===== config.mk =====
export PLATFORM = sky130hd
export DESIGN_NAME = truth_table_sweeper
export DESIGN_NICKNAME = d
export VERILOG_FILES = /design/src/rtl/tt_sweep_pkg.sv /design/src/rtl/tt_sync.sv /design/src/rtl/truth_table_sweeper.sv
export SDC_FILE = /design/constraint.sdc
export NUM_CORES = 1
export LEC_CHECK = 0
export BUFFER_PORTS_ARGS = -buffer_cell sky130_fd_sc_hd__buf_4
export CAP_MARGIN = 20
export CORE_UTILIZATION = 29
export DETAILED_ROUTE_END_ITERATION = 7
export PLACE_DENSITY = 0.43
export SLEW_MARGIN = 20
export SYNTH_ARGS = -nofsm -noshare
export SYNTH_HDL_FRONTEND = slang
export SYNTH_SLANG_ARGS = --single-unit

===== constraint.sdc =====
create_clock -name clk -period 4.6 [get_ports clk]
set_input_delay 0.69 -clock clk [delete_from_list [all_inputs] [get_ports clk]]
set_output_delay 0.69 -clock clk [all_outputs]
set_load 0.005 [all_outputs]

===== src/rtl/tt_sweep_pkg.sv =====
// Shared types and constants for the truth-table sweeper.
package tt_sweep_pkg;

  localparam int CODE_W  = 4;
  localparam int N_CODES = 16;

  // Expected CUT response nibble for code i lives at bits [4*i +: 4].
  localparam logic [CODE_W*N_CODES-1:0] EXPECTED_DEFAULT = 64'h1F1B_0E0A_1D19_0C08;

  typedef enum logic [2:0] {
    IDLE,
    SETTLE,
    SAMPLE,
    REPORT,
    FINISH
  } state_e;

  // Look up the expected response nibble for one input code.
  function automatic logic [CODE_W-1:0] exp_nibble(
    input logic [CODE_W*N_CODES-1:0] table_i,
    input logic [CODE_W-1:0]         code_i
  );
    return table_i[CODE_W*code_i +: CODE_W];
  endfunction

endpackage


===== src/rtl/tt_sync.sv =====
// Per-bit flop synchroniser that brings the asynchronous CUT response into
// the clk domain. Latency is STAGES clock edges.
module tt_sync
  import tt_sweep_pkg::*;
#(
  parameter int STAGES = 2,
  parameter int WIDTH  = CODE_W
) (
  input  logic             clk,
  input  logic             rst,
  input  logic [WIDTH-1:0] async_i,
  output logic [WIDTH-1:0] sync_o
);

  logic [STAGES-1:0][WIDTH-1:0] sync_q;

  // Shift the raw response through the synchroniser chain.
  // NOTE: every flop of the chain is reset so a sample taken straight after
  // reset is a defined 0 rather than X; non-blocking assignment keeps the
  // stages shifting as a true pipeline instead of collapsing into one flop.
  always_ff @(posedge clk or posedge rst) begin
    if (rst) begin
      sync_q <= '0;
    end else begin
      sync_q[0] <= async_i;
      for (int s = 1; s < STAGES; s++) begin
        sync_q[s] <= sync_q[s-1];
      end
    end
  end

  assign sync_o = sync_q[STAGES-1];

endmodule


===== src/rtl/truth_table_sweeper.sv =====
// Sweeps codes 0..15 into a 4-in/4-out circuit under test, waits for the
// response to settle, samples it and streams one result beat per code.
module truth_table_sweeper
  import tt_sweep_pkg::*;
#(
  parameter int                          SETTLE_CYCLES = 8,
  parameter int                          SYNC_STAGES   = 2,
  parameter logic [CODE_W*N_CODES-1:0]   EXPECTED      = EXPECTED_DEFAULT
) (
  input  logic              clk,
  input  logic              rst,
  input  logic              start_i,
  output logic              busy_o,
  output logic [CODE_W-1:0] stim_o,
  input  logic [CODE_W-1:0] resp_i,
  output logic              res_valid_o,
  input  logic              res_ready_i,
  output logic [CODE_W-1:0] res_code_o,
  output logic [CODE_W-1:0] res_data_o,
  output logic              res_match_o,
  output logic              done_o,
  output logic              pass_o,
  output logic [4:0]        mismatch_cnt_o
);

  // Counter is wide enough for the largest legal settle + synchroniser span.
  localparam int              CNT_W       = 9;
  localparam logic [CNT_W-1:0] SETTLE_LAST = CNT_W'(SETTLE_CYCLES + SYNC_STAGES - 1);
  localparam logic [CODE_W-1:0] LAST_CODE  = CODE_W'(N_CODES - 1);

  state_e             state_q;
  logic [CNT_W-1:0]   cnt_q;
  logic [CODE_W-1:0]  stim_q;
  logic               busy_q;
  logic               res_valid_q;
  logic [CODE_W-1:0]  res_code_q;
  logic [CODE_W-1:0]  res_data_q;
  logic               res_match_q;
  logic               done_q;
  logic               pass_q;
  logic [4:0]         mismatch_cnt_q;

  logic [CODE_W-1:0]  resp_sync;
  logic               match_d;

  tt_sync #(
    .STAGES (SYNC_STAGES),
    .WIDTH  (CODE_W)
  ) u_sync (
    .clk     (clk),
    .rst     (rst),
    .async_i (resp_i),
    .sync_o  (resp_sync)
  );

  // Compare the synchronised response against the expected nibble for stim.
  // NOTE: the default assignment first guarantees no latch is inferred.
  always_comb begin
    match_d = 1'b0;
    if (resp_sync == exp_nibble(EXPECTED, stim_q)) begin
      match_d = 1'b1;
    end
  end

  // Sweep FSM with the settle counter, stimulus, result and summary registers.
  always_ff @(posedge clk or posedge rst) begin
    if (rst) begin
      state_q        <= IDLE;
      cnt_q          <= '0;
      stim_q         <= '0;
      busy_q         <= 1'b0;
      res_valid_q    <= 1'b0;
      res_code_q     <= '0;
      res_data_q     <= '0;
      res_match_q    <= 1'b0;
      done_q         <= 1'b0;
      pass_q         <= 1'b0;
      mismatch_cnt_q <= '0;
    end else begin
      done_q <= 1'b0;
      case (state_q)
        IDLE: begin
          if (start_i) begin
            busy_q         <= 1'b1;
            stim_q         <= '0;
            mismatch_cnt_q <= '0;
            pass_q         <= 1'b0;
            cnt_q          <= '0;
            state_q        <= SETTLE;
          end
        end
        SETTLE: begin
          // Settle time counts from the stim change through the synchroniser.
          if (cnt_q == SETTLE_LAST) begin
            state_q <= SAMPLE;
          end else begin
            cnt_q <= cnt_q + 1'b1;
          end
        end
        SAMPLE: begin
          res_code_q     <= stim_q;
          res_data_q     <= resp_sync;
          res_match_q    <= match_d;
          mismatch_cnt_q <= mismatch_cnt_q + {4'b0, ~match_d};
          res_valid_q    <= 1'b1;
          state_q        <= REPORT;
        end
        REPORT: begin
          // Beat fields stay frozen until the logger accepts them.
          if (res_ready_i) begin
            res_valid_q <= 1'b0;
            if (stim_q == LAST_CODE) begin
              done_q  <= 1'b1;
              pass_q  <= (mismatch_cnt_q == 5'd0);
              state_q <= FINISH;
            end else begin
              stim_q  <= stim_q + 1'b1;
              cnt_q   <= '0;
              state_q <= SETTLE;
            end
          end
        end
        FINISH: begin
          busy_q  <= 1'b0;
          state_q <= IDLE;
        end
        default: begin
          state_q <= IDLE;
        end
      endcase
    end
  end

  assign busy_o         = busy_q;
  assign stim_o         = stim_q;
  assign res_valid_o    = res_valid_q;
  assign res_code_o     = res_code_q;
  assign res_data_o     = res_data_q;
  assign res_match_o    = res_match_q;
  assign done_o         = done_q;
  assign pass_o         = pass_q;
  assign mismatch_cnt_o = mismatch_cnt_q;

endmodule


==> results of run 1 <==
==> per-stage QoR <==
| step | hold slack [ns] | setup WS (ns) | total power, mW | instance area (um2) |
|---|---|---|---|---|
| floorplan | 0.331 | 2.59 | 0.882 | 1960 |
| global placement | 0.332 | 2.27 | 1.06 | 2260 |
| detailed placement | 0.336 | 2.20 | 1.07 | 2260 |
| CTS | 0.355 | 2.37 | 1.44 | 2410 |
| global route | 0.360 | 2.10 | 1.52 | 2410 |
| finish | 0.352 | 2.38 | 1.42 | 2410 |
==> layer usage <==
metal / wire length (um) / GRT usage (%) / vias to the layer above
met1: 1970 / 17.1 / 669
met4: 82 / 5.96 / 0
met2: 1830 / 18.2 / 33
met5: 0 / 0 / -
li1: - / - / 672
met3: 140 / 2.56 / 9
==> cells in the final DEF (no fill, tap or decap), types with 2 or more instances in the layout <==
cell / count
o2bb2ai_1: 4
nor3_1: 5
or3b_2: 3
a21o_1: 3
mux2_2: 8
xor2_1: 3
nand2_1: 9
buf_4: 31
clkbuf_8: 6
bufinv_16: 2
nand3_1: 7
nor2_1: 12
dfrtp_1: 42
nand2b_1: 2
nor3b_2: 2
a21oi_1: 6
inv_1: 6
xnor2_1: 9
and3_1: 2
o21ai_0: 9
or2_2: 3
a22o_1: 6
ha_1: 7
nand3b_1: 3
nor4_1: 2
==> critical path, delay by kind of cell, from the launching register on <==
kind / cells / cell delay (ns)
flops: 1 / 0.53
compound gates: 2 / 0.92
simple gates: 2 / 0.69
==> power by group through the flow <==
stage | clock network, mW | registers, mW | logic (mW)
2_1_floorplan | 0 | 0.543 | 0.339
3_3_place_gp | 0 | 0.575 | 0.490
3_5_place_dp | 0 | 0.579 | 0.492
4_1_cts | 0.373 | 0.573 | 0.494
5_1_grt | 0.390 | 0.589 | 0.543
6_report | 0.359 | 0.570 | 0.486
==> cell usage after synthesis, drive strengths merged <==
library cell,instances
a21o,3
a21oi,6
a221o,1
a221oi,1
a22o,6
and3,2
and3b,1
and4,1
buf,3
clkbuf,2
dfrtp,42
ha,7
inv,6
mux2,8
mux2i,1
nand2,9
nand2b,2
nand3,7
nand3b,3
nand4,1
nor2,12
nor3,5
nor3b,2
nor4,2
nor4b,1
o211ai,1
o21ai,9
o2bb2ai,4
o32ai,1
o41ai,1
or2,3
or3b,3
or4,2
xnor2,9
xor2,3
==> registers in the layout (all words and copies together), names as in the netlist <==
signal and cells:
res_data_o 4, res_code_o 4, cnt_q 9, pass_o 1, u_sync.sync_o 4, done_o 1
state_q 3, res_valid_o 1, busy_o 1, mismatch_cnt_o 5, res_match_o 1, stim_o 4
u_sync.sync_q 4
==> area by class of cell <==
| cell class | instances | share of cell area, % |
|---|---|---|
| inverters | 6 | 0.936 |
| well taps | 77 | 4.00 |
| clock inverters | 2 | 2.49 |
| clock buffers | 6 | 3.43 |
| flip-flops and latches | 42 | 43.7 |
| multi-input cells | 117 | 35.8 |
| repair buffers | 31 | 9.67 |
==> worst max-delay path by stage <==
stage,from,to,slack (ns),cells past startpoint
after detailed placement,start_i,stim_o[1],2.20,5
final,state_q[1],stim_o[0],2.38,4
after floorplan,start_i,stim_o[0],2.59,4
after global routing,state_q[1],stim_o[0],2.10,4
after global placement,start_i,stim_o[1],2.27,5
after CTS,stim_o[0],mismatch_cnt_o[4],2.37,10
==> cell families (layout without fill, tap and decap cells) <==
family          Yosys count  count (layout)
compound gates           33              33
xor+xnor                 12              12
mux                       9               9
fa+ha+maj                 7               7
flops                    42              42
simple gates             56              56
buf+inv                  11              45
==> flow_metrics.py, run 1 <==
metrics = {
    "pwr": {
        "switchingPower_mw": 0.463,
        "intPower_mw": 0.952,
        "power_density_nw_per_um2": 588,
        "power.leakage_nw": 1.09,
        "seq_power_share_pct": 40.3,
        "switching_share_pct": 32.7,
        "power.share.clock_pct": 25.4,
        "pwr-share-comb_pct": 34.3,
        "peakVddDrop_mv": 0.195,
    },
    "critical_path": {
        "r2r-end": "stim_o[0]",
        "regToRegSetupSlack_ns": 2.38,
        "rr_startpoint": "state_q[1]",
        "worstPathCellList": "or3b_2 -> a221oi_1 -> nand3_1 -> o21ai_0",
        "path_class": "reg -> reg",
        "cp_max_fo": 14,
        "critPathCaptureType": "flop",
        "reg2reg_depth": 4,
        "cpMaxStageDelayCell": "a221oi_1",
        "slowest_delay_ns": 0.82,
        "start_kind": "flop",
        "crit_required_ns": 4.81,
        "cp_data_arrival_time_ns": 2.43,
    },
    "clock_tree": {
        "cts_tree": "yes",
        "clk_pin_slew_ns": 0.08,
        "cts.sinks": 42,
        "ctsHoldBuffers": 0,
        "post_cts_buffers": 0,
        "htreeDepth": 2,
        "clockBufferDepth": 2,
        "clock_latency_ns": 0.29,
        "postCtsResizedCells": 0,
        "cts_buffers": 5,
        "clockRootBuffer": "clkbuf_8",
    },
    "logic_synthesis": {
        "ys_seq_area_share_pct": 53.6,
        "synth_cells": 170,
        "synth.ff_latch_count": 42,
        "synth_area_leaders": "dfrtp_1 54%, mux2_2 4.6%, ha_1 4.5%",
        "netlist_area_um2": 1960,
        "synth_cell_types": 37,
        "avgSynthCellArea_um2": 11.5,
        "synth_top_cell_area_share_pct": 53.6,
        "synthAdderAreaFrac_pct": 4.47,
        "yosys_warnings": 0,
        "synth_top_family_by_area": "simple AND/OR/NAND/NOR gates",
        "synth_compound_area_share_pct": 12.7,
        "synth_nets": 185,
        "synth_mux_area_share_pct": 5.11,
        "synth_top_area_cell": "dfrtp_1",
        "synthSimpleGateAreaFrac_pct": 16.3,
        "synth_xor_area_share_pct": 5.36,
    },
    "timing": {
        "grt_setup_unrepaired": "no",
        "max_freq_mhz": 451,
        "final.setup_skew_ns": 0.0107,
        "setup_violations": 0,
        "min_period_over_period_pct": 48.2,
        "finalCriticalPeriod_ns": 2.22,
        "hold_violations": 0,
        "finalSetupTns_ns": 0,
        "final_max_slew_viol_count": 0,
        "worst_slew_pin_slew_ns": 0.960,
        "slew_headroom_pct": 36.0,
    },
    "final_layout": {
        "diodes": 0,
        "multiInputGateArea_um2": 862,
        "area_delta_synth_final_pct": 22.8,
        "fin_nets": 218,
        "final_cells": 281,
        "drive_gt1_share_pct": 28.4,
        "ff_latch_area_um2": 1050,
        "utilization_pct": 37.5,
        "fillerInstances": 636,
    },
    "hold_path": {
        "worstHoldStart": "u_sync.sync_q[1]",
        "worstHoldEndpoint": "u_sync.sync_o[1]",
        "min_path_type": "reg -> reg",
        "holdPathStages": 0,
    },
    "die": {
        "fp-row-count": 29,
        "initial_core_util_pct": 30.5,
        "die_x_um": 84.2,
        "ios": 30,
        "die_y_um": 84.2,
        "dieArea_um2": 7090,
        "coreArea_um2": 6420,
    },
    "placed_design": {
        "place_inst": 273,
        "place_congestion": 0.822,
        "io_buffers": 29,
        "dp_hpwl_mm": 2.78,
    },
    "route": {
        "drc": 4,
        "postRouteAntennaNets": 0,
        "first_pass_iters": 6,
        "vias": 1383,
        "first_iter_violations": 89,
        "via_per_inst": 4.92,
        "wire_per_inst_um": 14.3,
        "wirelength_mm": 4.02,
    },
    "flow_run": {
        "cap_viol_max_count": 0,
    },
    "global_route": {
        "antenna_found_initial": 0,
        "grt_pass1_wl_mm": 6.82,
        "grt.overflow.total": 0,
        "track_usage_pct": 12.3,
        "grt_pass1_vias": 1363,
        "grt_max_degree": 43,
    },
    "run_status": {
        "violations": "DRC",
        "status": "finished with violations",
    },
}
No activity file was read; power rests on OpenSTA's default activity.
==> run 2: changes to the inputs <==
ABC_AREA = 1   (was unset)
clock period = 2.3 ns   (was 4.6 ns; I/O delays follow)
==> flow_metrics.py, run 2 <==
metrics = {
    "timing": {
        "finalCriticalPeriod_ns": 2.05,
        "setup_violations": 0,
        "slew_headroom_pct": 58.7,
        "min_period_over_period_pct": 89.1,
        "worst_slack_ns": 0.251,
        "max_freq_mhz": 488,
        "finalSetupTns_ns": 0,
        "final_max_slew_viol_count": 0,
        "hold_violations": 0,
        "grt_setup_unrepaired": "no",
        "worst_slew_pin_slew_ns": 0.616,
        "final.setup_skew_ns": 0.0114,
    },
    "global_route": {
        "grt_pass1_vias": 1573,
        "grt_max_degree": 28,
        "track_usage_pct": 13.3,
        "grt.overflow.total": 0,
        "met3_usage_pct": 3.75,
        "grt.busiest_layer": "met2",
        "gr-usage-met1_pct": 17.3,
        "met2_usage_pct": 21.0,
        "grt_pass1_wl_mm": 7.48,
        "antenna_found_initial": 0,
    },
    "placed_design": {
        "io_buffers": 29,
        "dp_slack_ns": 0.249,
        "dp_hpwl_mm": 3.13,
        "place_congestion": 0.746,
    },
    "die": {
        "fp-row-count": 30,
        "ios": 30,
        "dieArea_um2": 7350,
        "die_x_um": 85.7,
        "initial_core_util_pct": 29.9,
        "coreArea_um2": 6790,
        "die_y_um": 85.7,
    },
    "logic_synthesis": {
        "synth_cell_types": 23,
        "synthSimpleGateAreaFrac_pct": 28.9,
        "synthFlopType": "dfrtp_1",
        "synth_compound_area_share_pct": 6.10,
        "synth_top_area_cell": "dfrtp_1",
        "synth_xor_area_share_pct": 2.59,
        "synth_top_family_by_area": "simple AND/OR/NAND/NOR gates",
        "ys_seq_area_share_pct": 51.7,
        "netlist_area_um2": 2030,
        "synth.ff_latch_count": 42,
        "synth_top_cell_area_share_pct": 51.7,
        "postSynth.asyncResetShare_pct": 100,
        "yosysMostFrequentCell": "nand2_1",
        "synth_mux_area_share_pct": 0,
        "avgSynthCellArea_um2": 8.40,
        "synth_cells": 242,
        "synthTopCellsByCount": "74 x nand2_1, 42 x dfrtp_1, 29 x inv_1, 24 x nand3_1, 19 x o21ai_0",
        "synth_nets": 257,
        "yosys_warnings": 0,
        "synth_area_leaders": "dfrtp_1 52%, nand2_1 14%, nand3_1 5.9%",
        "synth_edf_count": 0,
        "synthAdderAreaFrac_pct": 4.31,
    },
    "pwr": {
        "seq_power_share_pct": 39.6,
        "power_density_nw_per_um2": 1120,
        "switching_share_pct": 39.6,
        "power.share.clock_pct": 21.4,
        "peakVddDrop_mv": 0.377,
        "power.leakage_nw": 1.27,
        "pwr-share-comb_pct": 39.0,
        "switchingPower_mw": 1.11,
        "intPower_mw": 1.69,
    },
    "clock_tree": {
        "cts_buffers": 5,
        "clockRootBuffer": "clkbuf_8",
        "clk_pin_slew_ns": 0.09,
        "htreeDepth": 2,
        "cts.sinks": 42,
        "post_cts_buffers": 0,
        "clock_latency_ns": 0.30,
        "ctsHoldBuffers": 0,
        "cts_tree": "yes",
        "clockBufferDepth": 2,
        "postCtsResizedCells": 0,
    },
    "critical_path": {
        "reg2reg_depth": 13,
        "cp_max_fo": 5,
        "crit_required_ns": 2.49,
        "path_class": "reg -> reg",
        "critPathCaptureType": "flop",
        "start_kind": "flop",
        "cp_data_arrival_time_ns": 2.23,
    },
    "route": {
        "postRouteAntennaNets": 0,
        "via_per_inst": 4.23,
        "wirelength_mm": 4.31,
        "vias": 1587,
        "wire_per_inst_um": 11.5,
        "first_iter_violations": 53,
        "first_pass_iters": 4,
        "drc": 0,
    },
    "hold_path": {
        "min_path_type": "in -> async",
    },
    "final_layout": {
        "area_delta_synth_final_pct": 22.9,
        "diodes": 0,
        "final_common_cell": "nand2_1",
        "final_cell_mix": "74 x nand2_1, 42 x dfrtp_1, 30 x buf_4",
        "largest_reg_flops": 9,
        "top_register": "cnt_q",
        "drive_gt1_share_pct": 18.6,
        "fin_nets": 293,
    },
    "run_status": {
        "status": "complete, no violations",
    },
    "flow_run": {
        "cap_viol_max_count": 0,
    },
}
[run 2: cell count changes after synthesis, moves of 6 or more]
cell     previous run  this run
a22o_1              6         0
inv_1               6        29
mux2_2              8         0
nand2_1             9        74
nand3_1             7        24
o21ai_0             9        19
xnor2_1             9         3
[run 2: path summary, 6_finish.rpt]
kind                                        from                 to  slack (ns)
worst max-delay path                   stim_o[0]  mismatch_cnt_o[4]        0.25
worst min-delay path                         rst          stim_o[0]        0.04
worst max register to register         stim_o[0]  mismatch_cnt_o[4]        0.25
worst min register to register  u_sync.sync_q[0]   u_sync.sync_o[0]        0.35
max in group asynchronous                    rst           cnt_q[8]        1.75
min in group clk                       resp_i[2]   u_sync.sync_q[2]        0.15
[run 2: stage by stage]
step	hold slack [ns]	area (um2)	std cells	power [mW]	util, %
finish	0.0433	2500	375	2.80	36.8
global route	0.0676	2500	375	3.08	36.8
CTS	0.0544	2500	375	2.84	36.8
detailed placement	0.335	2380	367	2.23	35.1
global placement	0.332	2380	367	2.23	35.1
floorplan	0.331	2030	242	1.83	-
[run 2: area by class of cell]
type                       count  area (um2)
clock buffer                   5        68.8
clock inverter                 3        43.8
fill                         730        4300
inverter                      31         116
multi-input combinational    167         852
sequential                    42        1050
tap                           96         120
timing repair buffer          31         245
[run 2: power by group through the flow]
stage	clock, mW	sequential (mW)	combinational (mW)
after global placement	0	1.12	1.10
after detailed placement	0	1.13	1.10
final	0.599	1.11	1.09
after floorplan	0	1.10	0.732
after global routing	0.659	1.14	1.28
after CTS	0.622	1.11	1.11
[run 2: worst max-delay path, stage by stage, from the launching register on]
cell and delay, ns:
dfrtp_1 0.42, inv_1 0.11, ha_1 0.23, nor2_1 0.17
nor2_1 0.07, xor2_1 0.14, inv_1 0.07, nand2_1 0.06
ha_1 0.20, ha_1 0.19, nand2_1 0.08, o21ai_0 0.08
nand3_1 0.07, o21ai_0 0.07
[run 2: logic make-up (layout without fill, tap and decap cells)]
group / count (synthesis) / in the layout
flops: 42 / 42
buf+inv: 33 / 70
xor+xnor: 6 / 6
fa+ha+maj: 7 / 7
compound gates: 23 / 23
simple gates: 131 / 131
[run 2: layer usage]
metal	part of all wire [%]	up-vias
met5	0	-
met4	1.6	0
met3	3.9	6
li1	-	839
met2	45	23
met1	49	719
==> run 3: changes to the inputs <==
CORE_UTILIZATION = 50   (was 29)
PLACE_DENSITY = 0.68   (was 0.43)
SYNTH_HIERARCHICAL = 1   (was unset)
==> flow_metrics.py, run 3 <==
metrics = {
    "run_status": {
        "status": "complete, no violations",
    },
    "placed_design": {
        "io_buffers": 29,
        "place_congestion": 0.880,
        "dp_hpwl_mm": 2.93,
        "placedInstanceArea_um2": 2430,
    },
    "critical_path": {
        "cp_data_arrival_time_ns": 2.26,
        "start_kind": "flop",
        "critPathCaptureType": "flop",
        "critPathTopFamily": "adder cells",
        "path_class": "reg -> reg",
        "cpMaxStageDelayCell": "dfrtp_2",
        "worstPathCellList": "inv_1 -> ha_1 -> nor2_2 -> xor2_1 -> nor2_1 -> nand2_1 -> ha_1 -> ha_1 -> nand2_1 -> o21ai_1 -> nand2_1 -> o22ai_1",
        "crit_required_ns": 2.52,
        "slowest_delay_ns": 0.42,
        "cp_num_buf_inv": 1,
        "cp_max_fo": 6,
    },
    "final_layout": {
        "area_delta_synth_final_pct": 16.5,
        "largest_reg_flops": 9,
        "final_common_cell": "nand2_1",
        "multiInputGateArea_um2": 942,
        "final_cell_mix": "76 x nand2_1, 40 x dfrtp_1, 35 x inv_1",
        "fin_nets": 315,
        "final_area_um2": 2550,
        "drive_gt1_share_pct": 20.3,
        "top_register": "cnt_q",
        "fillerInstances": 381,
        "utilization_pct": 62.1,
        "diodes": 0,
        "ff_latch_area_um2": 1050,
    },
    "timing": {
        "hold_violations": 0,
        "grt_setup_unrepaired": "no",
        "hold_slack_ns": 0.151,
        "finalCriticalPeriod_ns": 2.04,
        "slew_headroom_pct": 71.3,
        "max_freq_mhz": 491,
        "worst_slew_pin_slew_ns": 0.431,
        "min_period_over_period_pct": 88.6,
        "setup_violations": 0,
        "final_max_slew_viol_count": 0,
        "finalSetupTns_ns": 0,
        "final.setup_skew_ns": 0.0111,
    },
    "die": {
        "coreArea_um2": 4120,
        "fp-row-count": 23,
        "die_y_um": 68.2,
        "ios": 30,
        "dieArea_um2": 4650,
        "die_x_um": 68.2,
        "initial_core_util_pct": 53.3,
    },
    "logic_synthesis": {
        "synthTopCellsByCount": "76 x nand2_1, 42 x dfrtp_1, 35 x inv_1, 26 x nor2_1, 18 x nand3_1",
        "netlist_area_um2": 2190,
        "synth_edf_count": 0,
        "synth.ff_latch_count": 42,
        "synth_cells": 269,
        "synth_area_leaders": "dfrtp_1 48%, nand2_1 13%, inv_1 6.0%",
        "ys_seq_area_share_pct": 47.9,
        "synth_top_area_cell": "dfrtp_1",
        "postSynth.asyncResetShare_pct": 100,
        "synth_top_cell_area_share_pct": 47.9,
        "yosys_warnings": 6,
        "synth_cell_types": 28,
        "synthFlopType": "dfrtp_1",
        "yosysMostFrequentCell": "nand2_1",
        "avgSynthCellArea_um2": 8.15,
        "synth_nets": 284,
    },
    "clock_tree": {
        "clk_pin_slew_ns": 0.08,
        "cts_tree": "yes",
        "cts.sinks": 42,
        "post_cts_buffers": 0,
        "clockRootBuffer": "clkbuf_8",
        "clock_latency_ns": 0.30,
        "cts_buffers": 5,
        "clockBufferDepth": 2,
        "htreeDepth": 2,
    },
    "pwr": {
        "power.leakage_nw": 1.33,
        "total_power_mw": 2.88,
        "power_density_nw_per_um2": 1130,
        "peakVddDrop_mv": 0.568,
    },
    "route": {
        "first_pass_iters": 4,
        "wire_per_inst_um": 11.8,
        "first_iter_violations": 102,
        "via_per_inst": 4.89,
        "wirelength_mm": 4.14,
        "drc": 0,
        "postRouteAntennaNets": 0,
        "vias": 1715,
    },
    "global_route": {
        "grt.overflow.total": 0,
        "grt_max_degree": 35,
        "grt_pass1_vias": 1504,
        "grt_pass1_wl_mm": 6.83,
        "antenna_found_initial": 0,
        "track_usage_pct": 20.4,
    },
    "hold_path": {
        "min_path_type": "in -> reg",
    },
    "flow_run": {
        "cap_viol_max_count": 0,
    },
}
run 3: cell types whose count changed in the layout (fill, tap and decap cells not counted), moves of 3 or more:
cell | before | now
inv_1 | 28 | 35
nand3_1 | 24 | 18
nand3b_1 | 3 | 0
nand4_1 | 1 | 6
nor2_1 | 13 | 25
nor2_2 | 0 | 4
o21ai_0 | 19 | 9
o21ai_1 | 0 | 7
o21ai_2 | 0 | 4
run 3: logic make-up after synthesis:
group,after synthesis,synth area share (%)
buffers and inverters,46,9.19
adders and majority gates,7,4.00
xor gates and xnor gates,4,1.60
and+or+nand+nor,143,30.0
DFF,42,47.9
AOI/OAI and AO/OA,27,7.31
run 3: timing repair:
action | CTS | global route
gates resized for setup | 0 | 4
endpoints found under the hold margin | 8 | 0
hold buffers | 1 | 0
setup endpoints to repair | 0 | 2
run 3: layout make-up:
| cell class | instances | area share, % |
|---|---|---|
| Sequential cell | 42 | 41.3 |
| Multi-Input combinational cell | 181 | 36.9 |
| Timing Repair Buffer | 32 | 9.51 |
| Inverter | 38 | 5.59 |
| Clock buffer | 6 | 2.84 |
| Tap cell | 50 | 2.45 |
| Clock inverter | 2 | 1.47 |
run 3: path summary, 6_finish.rpt:
check	startpoint	endpoint	slack, ns	cells after the start
hold reg to reg	u_sync/sync_q[1]	u_sync/sync_o[1]	0.35	0
max in group asynchronous	rst	stim_o[1]	1.26	4
min in group asynchronous	rst	u_sync/sync_q[0]	0.54	3
hold / removal	resp_i[1]	u_sync/sync_q[1]	0.15	1
setup reg to reg	stim_o[0]	mismatch_cnt_o[4]	0.26	12
setup / recovery	stim_o[0]	mismatch_cnt_o[4]	0.26	12
run 3: report_power, final:
group	internal, mW	switching [mW]	leakage (nW)
Clock	0.324	0.254	0.0514
Combinational	0.478	0.674	0.744
Sequential	0.937	0.210	0.539
run 3: stage by stage:
step | setup slack [ns] | cells
final | 0.261 | 351
after CTS | 0.113 | 351
after global placement | 0.289 | 342
after global routing | 0.0363 | 351
after detailed placement | 0.132 | 342
after floorplan | 0.357 | 269
run 3: per-layer routing:
layer / track usage, % / vias to the layer above / wire length [um]
met4: 7.03 / 0 / 43
met3: 5.67 / 4 / 204
met2: 30.5 / 40 / 1840
met5: 0 / - / 0
met1: 28.0 / 765 / 2050
li1: - / 906 / -
